$ cat src/rtl/nor_chain_pulse_tester.sv
// Parametrised NOR2 inverter chain with an on-chip pulse sequencer, tap synchroniser,
// received-pulse counter and launch-to-arrival latency measurement.

module NOR2_X1 (
    input  logic A1,
    input  logic A2,
    output logic ZN
);
    assign ZN = ~(A1 | A2);
endmodule

module nor_chain_pulse_tester #(
    parameter int STAGES  = 6,
    parameter int TAP_W   = 3,
    parameter int PW_W    = 8,
    parameter int CNT_W   = 16,
    parameter int OBS_CYC = 4
) (
    input  logic             myclk,
    input  logic             myrst,
    input  logic             mystart,
    input  logic [PW_W-1:0]  mypw,
    input  logic [PW_W-1:0]  mygap,
    input  logic [CNT_W-1:0] mynum,
    input  logic [TAP_W-1:0] mytap,
    output logic             myin,
    output logic             myout,
    output logic             mybusy,
    output logic             mydone,
    output logic [CNT_W-1:0] mysent,
    output logic [CNT_W-1:0] myrecv,
    output logic [CNT_W-1:0] mylat
);

    localparam int OW = (OBS_CYC > 1) ? $clog2(OBS_CYC) : 1;
    localparam int CW = (PW_W > OW) ? PW_W : OW;
    localparam int TN = 1 << TAP_W;

    typedef enum logic [2:0] {IDLE, SETTLE, HIGH, LOW, OBS, DONE} state_t;

    state_t             state, nstate;
    logic [CW-1:0]      cnt;
    logic [PW_W-1:0]    pw_last, gap_last;
    logic [CNT_W-1:0]   num_r;
    logic [TAP_W-1:0]   tap_r;
    logic [CNT_W-1:0]   latcnt;
    logic               armed;
    logic               blocknet;
    logic [STAGES-1:0]  stg;
    logic [TN-1:0]      tapvec;
    logic               s1, s2, s2d;
    logic               launch, det;

    // The chain under test: every side input shares the block net.
    genvar k;
    generate
        for (k = 0; k < STAGES; k++) begin : g_stage
            logic a1, zn;
            if (k == 0) begin : g_a
                assign a1 = myin;
            end else begin : g_a
                assign a1 = g_stage[k-1].zn;
            end
            NOR2_X1 u_nor (.A1(a1), .A2(blocknet), .ZN(zn));
            assign stg[k] = zn;
        end
    endgenerate

    assign myout  = stg[STAGES-1];
    assign tapvec = TN'(stg);

    always_comb begin
        nstate = state;
        case (state)
            IDLE:    if (mystart) nstate = SETTLE;
            SETTLE:  if (cnt == CW'(OBS_CYC - 1)) nstate = (num_r != '0) ? HIGH : DONE;
            HIGH:    if (cnt == CW'(pw_last)) nstate = LOW;
            LOW:     if (cnt == CW'(gap_last)) nstate = OBS;
            OBS:     if (cnt == CW'(OBS_CYC - 1)) nstate = (mysent < num_r) ? HIGH : DONE;
            DONE:    nstate = IDLE;
            default: nstate = IDLE;
        endcase
    end

    // Active level at a tap is 1 for odd stages, so tap_r[0] doubles as the active level.
    assign launch = (nstate == HIGH) && (state != HIGH);
    assign det    = ((state == HIGH) || (state == LOW) || (state == OBS)) &&
                    (s2 == tap_r[0]) && (s2d != tap_r[0]);

    always_ff @(posedge myclk) begin
        if (myrst) begin
            state <= IDLE;
            cnt   <= '0;
        end else begin
            state <= nstate;
            if ((nstate != state) || (state == IDLE))
                cnt <= '0;
            else
                cnt <= cnt + CW'(1);
        end
    end

    always_ff @(posedge myclk) begin
        if (myrst) begin
            s1  <= 1'b0;
            s2  <= 1'b0;
            s2d <= 1'b0;
        end else begin
            s1  <= tapvec[tap_r];
            s2  <= s1;
            s2d <= s2;
        end
    end

    always_ff @(posedge myclk) begin
        if (myrst) begin
            myin     <= 1'b0;
            blocknet <= 1'b1;
            mybusy   <= 1'b0;
            mydone   <= 1'b0;
            mysent   <= '0;
            myrecv   <= '0;
            mylat    <= '0;
            latcnt   <= '0;
            armed    <= 1'b0;
            pw_last  <= '0;
            gap_last <= '0;
            num_r    <= '0;
            tap_r    <= '0;
        end else begin
            myin     <= (nstate == HIGH);
            blocknet <= (nstate == IDLE) || (nstate == DONE);
            mybusy   <= (nstate != IDLE) && (nstate != DONE);
            mydone   <= (nstate == DONE);
            if ((state == IDLE) && mystart) begin
                pw_last  <= (mypw == '0) ? '0 : mypw - PW_W'(1);
                gap_last <= (mygap == '0) ? '0 : mygap - PW_W'(1);
                num_r    <= mynum;
                tap_r    <= (int'(mytap) >= STAGES) ? TAP_W'(STAGES - 1) : mytap;
                mysent   <= '0;
                myrecv   <= '0;
                mylat    <= '0;
                armed    <= 1'b0;
            end else begin
                if (latcnt != '1)
                    latcnt <= latcnt + CNT_W'(1);
                if (det) begin
                    if (myrecv != '1)
                        myrecv <= myrecv + CNT_W'(1);
                    if (armed) begin
                        mylat <= latcnt;
                        armed <= 1'b0;
                    end
                end
                // A fresh launch re-arms latency capture even if an old edge lands this cycle.
                if (launch) begin
                    mysent <= mysent + CNT_W'(1);
                    latcnt <= '0;
                    armed  <= 1'b1;
                end
            end
        end
    end

endmodule
$ cat config.mk
export PLATFORM = sky130hd
export DESIGN_NAME = nor_chain_pulse_tester
export DESIGN_NICKNAME = d
export VERILOG_FILES = /design/src/rtl/nor_chain_pulse_tester.sv
export SDC_FILE = /design/constraint.sdc
export NUM_CORES = 1
export LEC_CHECK = 0
export CORE_AREA = 2 2 111 113
export CTS_CLUSTER_DIAMETER = 50
export DETAILED_ROUTE_END_ITERATION = 8
export DIE_AREA = 0 0 113 115
export PLACE_DENSITY = 0.76
export SLEW_MARGIN = 25
export SYNTH_ARGS = -nofsm -noshare
export SYNTH_HDL_FRONTEND = slang
export SYNTH_HIERARCHICAL = 1
export SYNTH_SLANG_ARGS = --single-unit
export TNS_END_PERCENT = 20
$ cat constraint.sdc
create_clock -name myclk -period 8.3 [get_ports myclk]
set_clock_uncertainty 0.2 [all_clocks]
set_input_delay 2.49 -clock myclk [delete_from_list [all_inputs] [get_ports myclk]]
set_output_delay 2.49 -clock myclk [all_outputs]
set_load 0.02 [all_outputs]
==> results.py <==
metrics = {
    "run_status": {
        "outcome": "finished with violations",
        "violations": "DRC",
    },
    "timing": {
        "tightest_slew_ns": 0.921,
        "fin_ws_ns": 3.60,
        "hold_violations": 0,
        "period_minus_slack_ns": 4.70,
        "setup_viol": 0,
        "fin_crit_sh_pct": 56.6,
        "drv_slew": 0,
        "tns_ns": 0,
        "fmax_mhz": 213,
        "slew_headroom_pct": 38.0,
        "rsz0062_at_grt": "false",
    },
    "pwr": {
        "total_power_uw": 1490,
        "comb_power_share_pct": 6.6,
        "irDropWorstVdd_v": 0.0000891,
        "switching_share_pct": 21.3,
        "intPower_uw": 1170,
        "power_leakage_uw": 0.00271,
        "seqPwrFrac_pct": 39.9,
        "power.density_mw_per_mm2": 203,
        "p_switching_uw": 318,
        "power_frac_clock_pct": 53.5,
    },
    "synth": {
        "ys.flop_type": "dfxtp_1",
        "synth_edf_count": 0,
        "synth_seq_cells": 118,
        "synthArstFlopShare_pct": 0,
        "syn_area_sq_mm": 0.00573,
        "synth_top_area_share_pct": 41.2,
        "synth_warnings": 6,
        "ys_types": 56,
        "ys_top_cells_by_area": "dfxtp_1 41%, nor2_1 6.4%, nand2_1 6.0%, xnor2_1 5.7%, xor2_1 4.7%",
        "yosys.area.top_type": "dfxtp_1",
        "yosysSeqAreaShare_pct": 41.2,
        "syn_nets": 746,
        "avgSynthCellArea_sq_um": 8.34,
        "synthCells": 687,
    },
    "drt": {
        "route.layer.met1.wl_mm": 5.55,
        "top_layer": "met4",
        "via_per_inst": 5.43,
        "drt-initial-drc-count": 357,
        "drc": 8,
        "dr.pass1.iters": 7,
        "vias": 5051,
        "ant_nets": 0,
        "wire_per_inst_um": 14.1,
        "finalWirelength_mm": 13.1,
        "dr_wl_met2_mm": 6.61,
        "routed-wl-met3_um": 735,
    },
    "global_route": {
        "gr-usage-all-layers_pct": 21.1,
        "grt_max_degree": 49,
        "antenna_found_initial": 0,
        "grt_pass1_vias": 4984,
        "grt_pass1_wl_mm": 22.3,
        "grt.overflow.total": 0,
    },
    "job": {
        "maxCapViolCount": 0,
    },
    "clock_tree": {
        "h-tree-depth": 4,
        "clock_path_buffers": 2,
        "cts.reportedPaths.clkPinSlew_ns": 0.05,
        "clock-sinks": 118,
        "ctsResizeCount": 0,
        "cts_setup_buffers": 0,
        "clk_latency_ns": 0.42,
        "cts_buffers": 17,
        "root_buffer": "clkbuf_16",
        "cts_tree": "done",
        "postCtsHoldBufs": 0,
    },
    "critical_path": {
        "path_class": "reg2out",
        "cp-start-kind": "flip-flop",
        "cp_data_arrival_time_ns": 2.01,
        "critPathCaptureType": "primary output",
        "critPathRequiredTime_ns": 5.61,
        "reg2reg_depth": 9,
        "crit_fanout": 6,
        "r2r-end": "latcnt[0]",
        "worstReg2RegStart": "num_r[14]",
        "cp-startpoint": "blocknet",
        "r2r_slack_ns": 4.94,
    },
    "die": {
        "initial_core_util_pct": 48.5,
        "coreArea_sq_mm": 0.0118,
        "dieArea_sq_mm": 0.0130,
        "die_w_um": 113,
        "num_rows": 40,
        "dieHeight_um": 115,
        "io_pins": 90,
    },
    "placed_design": {
        "dpl_worst_slack_ns": 3.00,
        "gp_congestion": 0.837,
        "dp_hpwl_mm": 9.56,
        "port_buffers": 89,
        "dp.cells": 898,
    },
    "worst_hold_path": {
        "hp-start": "s1",
        "holdPathStages": 1,
        "min_path_type": "reg2reg",
        "min_to": "s2",
    },
    "layout": {
        "antenna_cells": 0,
        "syn2layout_area_growth_pct": 28.3,
        "post_route_cells_drive_above_1_share_pct": 6.00,
        "fin_cells": 930,
        "final_common_cell": "dfxtp_1",
        "final_cell_mix": "118 x dfxtp_1, 96 x nor2_1, 91 x nand2_1",
        "nNetsFinal": 829,
    },
}
==> worst max-delay path, cell delays in order (launching register included) <==
cell	delay [ns]
dfxtp_1	0.39
nor2_1	0.08
nor2_1	0.12
nor2_1	0.06
nor2_1	0.12
nor2_1	0.06
nor2_1	0.12
clkdlybuf4s50_1	0.62
==> logic make-up after synthesis <==
family                     share of synthesized area (%)
buffers and inverters                               3.97
AOI/OAI and AO/OA                                   11.1
adders and majority gates                           4.58
muxes                                               3.91
DFF                                                 41.2
xor gates and xnor gates                            10.4
and+or+nand+nor                                     24.8
==> power groups by stage <==
stage                     Combinational (uW)  Sequential [uW]  Clock [uW]
after floorplan                         61.7              602           0
after global placement                  93.4              606           0
after detailed placement                97.6              606           0
after CTS                               98.8              594         804
after global routing                     110              596         829
final                                   98.4              594         798
==> per-layer routing <==
layer	vias to the layer above	track usage, %
li1	2537	-
met1	2364	24.5
met2	130	37.6
met3	20	4.74
met4	0	8.62
met5	-	0
==> metrics by stage <==
step	area [sq um]	hold WS [ns]	util, %
after floorplan	5730	0.214	-
after global placement	6710	0.226	56.8
after detailed placement	6710	0.236	56.8
after CTS	7350	0.254	62.3
after global routing	7360	0.270	62.3
final	7360	0.249	62.3
==> state kept, by name, indices dropped and copies added, names as in the netlist <==
name / cells
s2: 1
cnt: 8
gap_last: 8
num_r: 16
myrecv: 16
myin: 1
blocknet: 1
latcnt: 16
pw_last: 8
s2d: 1
mybusy: 1
mysent: 16
tap_r: 3
state: 3
mydone: 1
armed: 1
s1: 1
mylat: 16
==> worst max-delay path by stage <==
| stage | endpoint | slack (ns) | cells past startpoint |
|---|---|---|---|
| floorplan | gap_last[2] | 4.26 | 6 |
| global placement | latcnt[0] | 3.20 | 5 |
| detailed placement | latcnt[0] | 3.00 | 5 |
| CTS | latcnt[0] | 3.43 | 5 |
| global route | myout | 3.39 | 7 |
| finish | myout | 3.60 | 7 |
==> cells in the mapped netlist, types with 3 or more instances <==
cell         n
o21ai_0     23
clkbuf_1    20
inv_1       30
buf_2        3
nor3b_1      5
nor4_1      12
nand4_1     16
and3_1       5
nor2_1      97
nor2b_1      4
ha_1        21
a2111oi_0    5
nand2b_1     5
a21oi_1     35
or3_1        6
nand3_1     25
nand2_1     91
nor3_1      21
a211oi_1    10
dfxtp_1    118
mux2i_1     19
xnor2_1     37
xor2_1      31
and2_1       5
a31oi_1      5
==> area by class of cell <==
| class | count | area (sq um) |
|---|---|---|
| Fill cell | 979 | 4460 |
| Multi-Input combinational cell | 511 | 3140 |
| Sequential cell | 118 | 2360 |
| Timing Repair Buffer | 92 | 913 |
| Clock buffer | 22 | 464 |
| Tap cell | 147 | 184 |
| Clock inverter | 10 | 175 |
| Inverter | 30 | 113 |
Power figures use the tool's default switching activity.
